$ cat config.mk
export PLATFORM = sky130hd
export DESIGN_NAME = pipeline_hazard_ctrl
export DESIGN_NICKNAME = d
export VERILOG_FILES = /design/src/rtl/pipeline_hazard_ctrl_pkg.sv /design/src/rtl/pipeline_hazard_ctrl_load_use_detect.sv /design/src/rtl/pipeline_hazard_ctrl.sv
export SDC_FILE = /design/constraint.sdc
export NUM_CORES = 1
export LEC_CHECK = 0
export BUFFER_PORTS_ARGS = -buffer_cell sky130_fd_sc_hd__buf_4
export CORE_MARGIN = 2
export CORE_UTILIZATION = 54
export CTS_BUF_LIST = sky130_fd_sc_hd__clkbuf_4 sky130_fd_sc_hd__clkbuf_8
export DETAILED_ROUTE_END_ITERATION = 7
export PLACE_DENSITY_LB_ADDON = 0.15
export REMOVE_ABC_BUFFERS = 1
export SLEW_MARGIN = 20
export SYNTH_ARGS = -nofsm -noshare
export SYNTH_HDL_FRONTEND = slang
export SYNTH_HIERARCHICAL = 1
export SYNTH_SLANG_ARGS = --single-unit
$ cat constraint.sdc
create_clock -name CLK -period 2.1 [get_ports CLK]
set_input_delay 0.21 -clock CLK [delete_from_list [all_inputs] [get_ports CLK]]
set_output_delay 0.21 -clock CLK [all_outputs]
set_load 0.005 [all_outputs]
$ cat src/rtl/pipeline_hazard_ctrl_pkg.sv
// Shared pipeline hazard types: FSM encoding, control-bundle layout and the
// canned control words used by the hazard controller.
package pipeline_hazard_ctrl_pkg;

   typedef enum logic [1:0] {
      ST_RUN      = 2'd0,
      ST_MEM_WAIT = 2'd1,
      ST_TIMEOUT  = 2'd2
   } state_t;

   typedef struct packed {
      logic pc_write;
      logic ifid_write;
      logic ifid_flush;
      logic idex_stall;
      logic pipe_hold;
   } ctrl_t;

   localparam logic [4:0] REG_ZERO = 5'd0;

   // Reset drives NOPs into IF/ID and ID/EX while nothing advances.
   localparam ctrl_t CTRL_RESET    = '{pc_write: 1'b0, ifid_write: 1'b0, ifid_flush: 1'b1, idex_stall: 1'b1, pipe_hold: 1'b0};
   localparam ctrl_t CTRL_RUN      = '{pc_write: 1'b1, ifid_write: 1'b1, ifid_flush: 1'b0, idex_stall: 1'b0, pipe_hold: 1'b0};
   localparam ctrl_t CTRL_BUBBLE   = '{pc_write: 1'b0, ifid_write: 1'b0, ifid_flush: 1'b0, idex_stall: 1'b1, pipe_hold: 1'b0};
   localparam ctrl_t CTRL_REDIRECT = '{pc_write: 1'b1, ifid_write: 1'b1, ifid_flush: 1'b1, idex_stall: 1'b1, pipe_hold: 1'b0};
   localparam ctrl_t CTRL_FREEZE   = '{pc_write: 1'b0, ifid_write: 1'b0, ifid_flush: 1'b0, idex_stall: 1'b0, pipe_hold: 1'b1};

   function automatic logic [15:0] sat_inc16(input logic [15:0] v);
      return (v == 16'hFFFF) ? v : v + 16'd1;
   endfunction

endpackage

$ cat src/rtl/pipeline_hazard_ctrl_load_use_detect.sv
// Load-use comparator: flags an ID-stage read of the register an EX-stage
// load is about to write. $zero never creates a hazard.
module load_use_detect
   import pipeline_hazard_ctrl_pkg::*;
(
   input  logic [4:0] id_rs,
   input  logic [4:0] id_rt,
   input  logic       id_use_rs,
   input  logic       id_use_rt,
   input  logic       ex_MemRead,
   input  logic [4:0] ex_Reg_Write_addr,
   output logic       load_use
);

   logic rs_hit;
   logic rt_hit;

   assign rs_hit   = id_use_rs && (id_rs == ex_Reg_Write_addr);
   assign rt_hit   = id_use_rt && (id_rt == ex_Reg_Write_addr);
   assign load_use = ex_MemRead && (ex_Reg_Write_addr != REG_ZERO) && (rs_hit || rt_hit);

endmodule

$ cat src/rtl/pipeline_hazard_ctrl.sv
// Pipeline hazard controller: load-use bubbles, redirect flushes and
// memory-wait freezing with a timeout, plus saturating event counters.
module pipeline_hazard_ctrl
   import pipeline_hazard_ctrl_pkg::*;
#(
   parameter int MEM_TIMEOUT = 255
) (
   input  logic        CLK,
   input  logic        RST_N,
   input  logic [4:0]  id_rs,
   input  logic [4:0]  id_rt,
   input  logic        id_use_rs,
   input  logic        id_use_rt,
   input  logic        ex_MemRead,
   input  logic [4:0]  ex_Reg_Write_addr,
   input  logic        ex_redirect,
   input  logic        mem_req,
   input  logic        mem_ready,
   output logic        pc_write,
   output logic        ifid_write,
   output logic        ifid_flush,
   output logic        idex_stall,
   output logic        pipe_hold,
   output logic        mem_timeout,
   output logic [15:0] stall_cnt,
   output logic [15:0] flush_cnt,
   output state_t      dbg_state
);

   localparam logic [8:0] TO_LIM = 9'(MEM_TIMEOUT);

   state_t     state;
   state_t     state_nxt;
   logic [7:0] wait_cnt;
   logic       load_use;
   logic       mem_stall;
   logic       act_run;
   logic       stall_ev;
   logic       flush_ev;
   ctrl_t      ctrl;

   load_use_detect u_load_use_detect (
      .id_rs             (id_rs),
      .id_rt             (id_rt),
      .id_use_rs         (id_use_rs),
      .id_use_rt         (id_use_rt),
      .ex_MemRead        (ex_MemRead),
      .ex_Reg_Write_addr (ex_Reg_Write_addr),
      .load_use          (load_use)
   );

   // MEM handshake: mem_req marks an access in flight; the access completes in
   // the cycle mem_ready is sampled high. mem_ready low with mem_req high stalls.
   assign mem_stall = mem_req && !mem_ready;
   // A MEM_WAIT cycle that sees mem_ready behaves exactly like a RUN cycle.
   assign act_run   = (state == ST_RUN) || ((state == ST_MEM_WAIT) && mem_ready);

   always_ff @(posedge CLK or negedge RST_N) begin
      if (!RST_N) begin
         state    <= ST_RUN;
         wait_cnt <= 8'd0;
      end else begin
         state    <= state_nxt;
         wait_cnt <= ((state == ST_MEM_WAIT) && (state_nxt == ST_MEM_WAIT)) ? wait_cnt + 8'd1 : 8'd0;
      end
   end

   always_comb begin
      state_nxt = state;
      case (state)
         ST_RUN:      if (mem_stall) state_nxt = ST_MEM_WAIT;
         ST_MEM_WAIT: begin
            if (mem_ready)                               state_nxt = ST_RUN;
            else if (({1'b0, wait_cnt} + 9'd1) >= TO_LIM) state_nxt = ST_TIMEOUT;
         end
         ST_TIMEOUT:  state_nxt = ST_TIMEOUT;
         default:     state_nxt = ST_RUN;
      endcase
   end

   always_comb begin
      ctrl = CTRL_FREEZE;
      if (!RST_N)               ctrl = CTRL_RESET;
      else if (act_run) begin
         if (mem_stall)         ctrl = CTRL_FREEZE;
         else if (ex_redirect)  ctrl = CTRL_REDIRECT;
         else if (load_use)     ctrl = CTRL_BUBBLE;
         else                   ctrl = CTRL_RUN;
      end
   end

   assign stall_ev = (act_run && !mem_stall && !ex_redirect && load_use) ||
                     ((state == ST_MEM_WAIT) && !mem_ready);
   assign flush_ev = act_run && !mem_stall && ex_redirect;

   always_ff @(posedge CLK or negedge RST_N) begin
      if (!RST_N) begin
         stall_cnt <= 16'd0;
         flush_cnt <= 16'd0;
      end else begin
         if (stall_ev) stall_cnt <= sat_inc16(stall_cnt);
         if (flush_ev) flush_cnt <= sat_inc16(flush_cnt);
      end
   end

   assign pc_write    = ctrl.pc_write;
   assign ifid_write  = ctrl.ifid_write;
   assign ifid_flush  = ctrl.ifid_flush;
   assign idex_stall  = ctrl.idex_stall;
   assign pipe_hold   = ctrl.pipe_hold;
   assign mem_timeout = (state == ST_TIMEOUT);
   assign dbg_state   = state;

endmodule

==> run_results.csv <==
group,metric,value,unit
place,dp_cells,352,
global_route,grt_usage,23.82,%
power,peakVddDrop,0.5179,mV
clock_network,clk_path_buf_depth,2,
clock_network,cts_tree,"built",
critical_path,critPathRequiredTime,2330,ps
synth,ys_seq_area_share,45.41,%
synth,yosysWarnings,6,
synth,synth_compound_area_share,6.865,%
clock_network,htreeDepth,2,
floorplan,start_util,57.05,%
place,placedInstanceArea,2887,µm²
synth,synth_top_family_by_area,"simple AND/OR/NAND/NOR gates",
floorplan,dieArea,4826,µm²
timing,period_share,97.03,%
synth,ys_ff_latch,42,
place,dp_hpwl,3973,µm
place,numPortBuffers,62,
finish,layout_commonest_cell,"buf_4",
flow_run,max-cap-violations,0,
finish,seq_area,1051,µm²
finish,final_cell_mix,"buf_4, dfrtp_1, xor2_1",
hold_path,hold_path.class,"input pin to flop",
power,p_leak,1.457,nW
timing,period_minus_slack,2038,ps
clock_network,cts_root_buf,"clkbuf_8",
finish,num_antenna_cells,0,
power,cellInternalPower,0.001517,W
synth,async_reset_ff_share,100.0,%
global_route,grt_util_met1,29.48,%
synth,synth_xor_area_share,15.51,%
critical_path,cp.arrival,2270,ps
global_route,grt_max_degree,25,
clock_network,cts_made_buffers,5,
route,drt_iter0_markers,63,
clock_network,cts_sinks,42,
timing,slew_headroom,69.52,%
timing,setup_violations,0,
timing,finClkSkew,9.150,ps
synth,synth_cell_types,41,
finish,nFillCells,300,
critical_path,critical_path.endpoint_type,"flop",
clock_network,clk_latency,300,ps
route,ant_nets,0,
timing,final_max_slew_viol_count,0,
floorplan,rows,23,
finish,area_growth_syn_to_layout,31.73,%
synth,synthAdderAreaFrac,2.162,%
finish,fin_area,3049,µm²
synth,synth-edff-count,0,
floorplan,die_w,69.47,µm
timing,hold_viol,0,
floorplan,die_h,69.47,µm
route,wl,5274,µm
clock_network,clk_pin_slew,90,ps
synth,synthCells,235,
route,vias,2042,
route,wire_per_inst,14.57,µm
route,drc,0,
timing,rsz0062_at_grt,"yes",
route,via_per_inst,5.641,
floorplan,ioPinCount,63,
synth,avgSynthCellArea,9.850,µm²
synth,ys.flop_type,"dfrtp_1",
critical_path,worst-path-max-fanout,6,
synth,synth_mux_area_share,2.378,%
global_route,antenna_found_initial,0,
critical_path,cp-start-kind,"input pin",
finish,nets,338,
synth,synth_area,2315,µm²
power,switching_share,32.31,%
global_route,grt_busiest_layer,"met2",
global_route,grt_pass1_vias,1961,
timing,worst_pin_slew,453.8,ps
route,firstDrtPassIters,4,
finish,multi_input_area,1276,µm²
power,switchingPower,0.0007241,W
critical_path,critPathKind,"input pin to flop",
finish,drive_above_1_share,29.81,%
global_route,use_met2,40.81,%
power,pwr-share-clk,23.5,%
timing,fmax,490.7,MHz
floorplan,core_area,4058,µm²
run_status,status,"completed",
global_route,grt_pass1_wl,9252,µm
power,pwr-share-seq,50.8,%
power,powerDensity,735.0,nW/µm²
finish,final_cells,362,
global_route,overflow,0,
global_route,grtUsageMet3,3.779,%
power,combPwrFrac,25.7,%
place,gp_congestion,0.8801,
synth,synth-simple-area-share,26.32,%
## per-stage QoR
step	total power (W)	setup TNS (ps)	setup slack (ps)	utilization, %	hold slack [ps]
2_1_floorplan	0.001357	-349.7	-122.3	-	-85.59
3_3_place_gp	0.001692	-2864	-383.3	71.14	99.31
3_5_place_dp	0.001724	-3627	-464.2	71.14	103.7
4_1_cts	0.002254	0	30.69	74.01	107.4
5_1_grt	0.002389	-168.7	-54.07	75.15	106.0
6_report	0.002241	0	62.29	75.15	117.3
## worst paths after layout
check | start | end | slack, ps | depth (start not counted)
hold reg to reg | flush_cnt[5]$_DFFE_PN0P_ | flush_cnt[5]$_DFFE_PN0P_ | 510 | 1
max in group asynchronous | RST_N | wait_cnt[6]$_DFF_PN0_ | 1190 | 3
min in group asynchronous | RST_N | flush_cnt[10]$_DFFE_PN0P_ | 310 | 2
hold / removal | mem_ready | dbg_state[0]$_DFF_PN0_ | 120 | 2
setup / recovery | ex_Reg_Write_addr[0] | stall_cnt[11]$_DFFE_PN0P_ | 60 | 10
setup reg to reg | stall_cnt[0]$_DFFE_PN0P_ | stall_cnt[13]$_DFFE_PN0P_ | 180 | 5
## per-layer routing
layer | vias up | wire, µm
met5 | - | 0
met1 | 991 | 2297
li1 | 989 | -
met4 | 0 | 130
met3 | 10 | 220
met2 | 52 | 2626
## synthesized netlist by cell type, types with 2 or more instances
cell,instances,area [µm²]
mux2_2,4,45.04
a21o_1,2,15.01
dfrtp_1,42,1051
and4b_1,2,20.02
nand4_1,9,56.30
and4_1,3,26.28
nor4_1,3,18.77
ha_1,4,50.05
nand2_1,23,86.33
nor2b_1,6,37.54
o21bai_1,2,15.01
and2_1,2,12.51
a21oi_1,2,10.01
nor3_1,10,50.05
nor2_1,23,86.33
nand2b_1,2,12.51
nand3_1,20,100.1
inv_1,4,15.01
xor2_1,28,245.2
xnor2_1,13,113.9
and3_1,6,37.54
o21ai_0,2,10.01
or4_1,2,15.01
nor4_2,4,50.05
## cell families (layout without fill, tap and decap cells)
family	Yosys count	in the layout
muxes	5	5
adders and majority gates	4	4
and+or+nand+nor	115	115
xor gates and xnor gates	41	41
buffers and inverters	7	84
AOI/OAI and AO/OA	21	21
DFF	42	42
## sequential cells by signal (all words and copies together), names as in the netlist
| register | flops |
|---|---|
| dbg_state | 2 |
| flush_cnt | 16 |
| stall_cnt | 16 |
| wait_cnt | 8 |
## power groups by stage
stage | Clock, W | Combinational (W) | Sequential [W]
3_3_place_gp | 0 | 0.000555 | 0.00114
2_1_floorplan | 0 | 0.000235 | 0.00112
6_report | 0.000526 | 0.000577 | 0.00114
5_1_grt | 0.000583 | 0.000644 | 0.00116
4_1_cts | 0.000542 | 0.000579 | 0.00113
3_5_place_dp | 0 | 0.000575 | 0.00115
## area by class of cell
| cell class | count | area share, % |
|---|---|---|
| sequential | 42 | 34.47 |
| inverter | 4 | 0.4924 |
| timing repair buffer | 72 | 18.18 |
| clock inverter | 3 | 0.6976 |
| tap | 50 | 2.052 |
| multi-input combinational | 186 | 41.85 |
| clock buffer | 5 | 2.257 |
## timing repair
action	4_1_cts	5_1_grt
endpoints found under the hold margin	18	0
hold buffers	1	0
setup buffers	0	1
pin swaps	1	4
gates resized for setup	3	8
endpoints found under the setup margin	5	8
## critical path: stages
cell and delay (ps):
buf_4 120, xor2_1 160, nor4_2 260, nand3_1 140
a21oi_2 190, nand2b_1 110, a2bb2oi_2 150, or4_4 480
nor4_2 290, xor2_1 170
No activity file was read; power rests on OpenSTA's default activity.
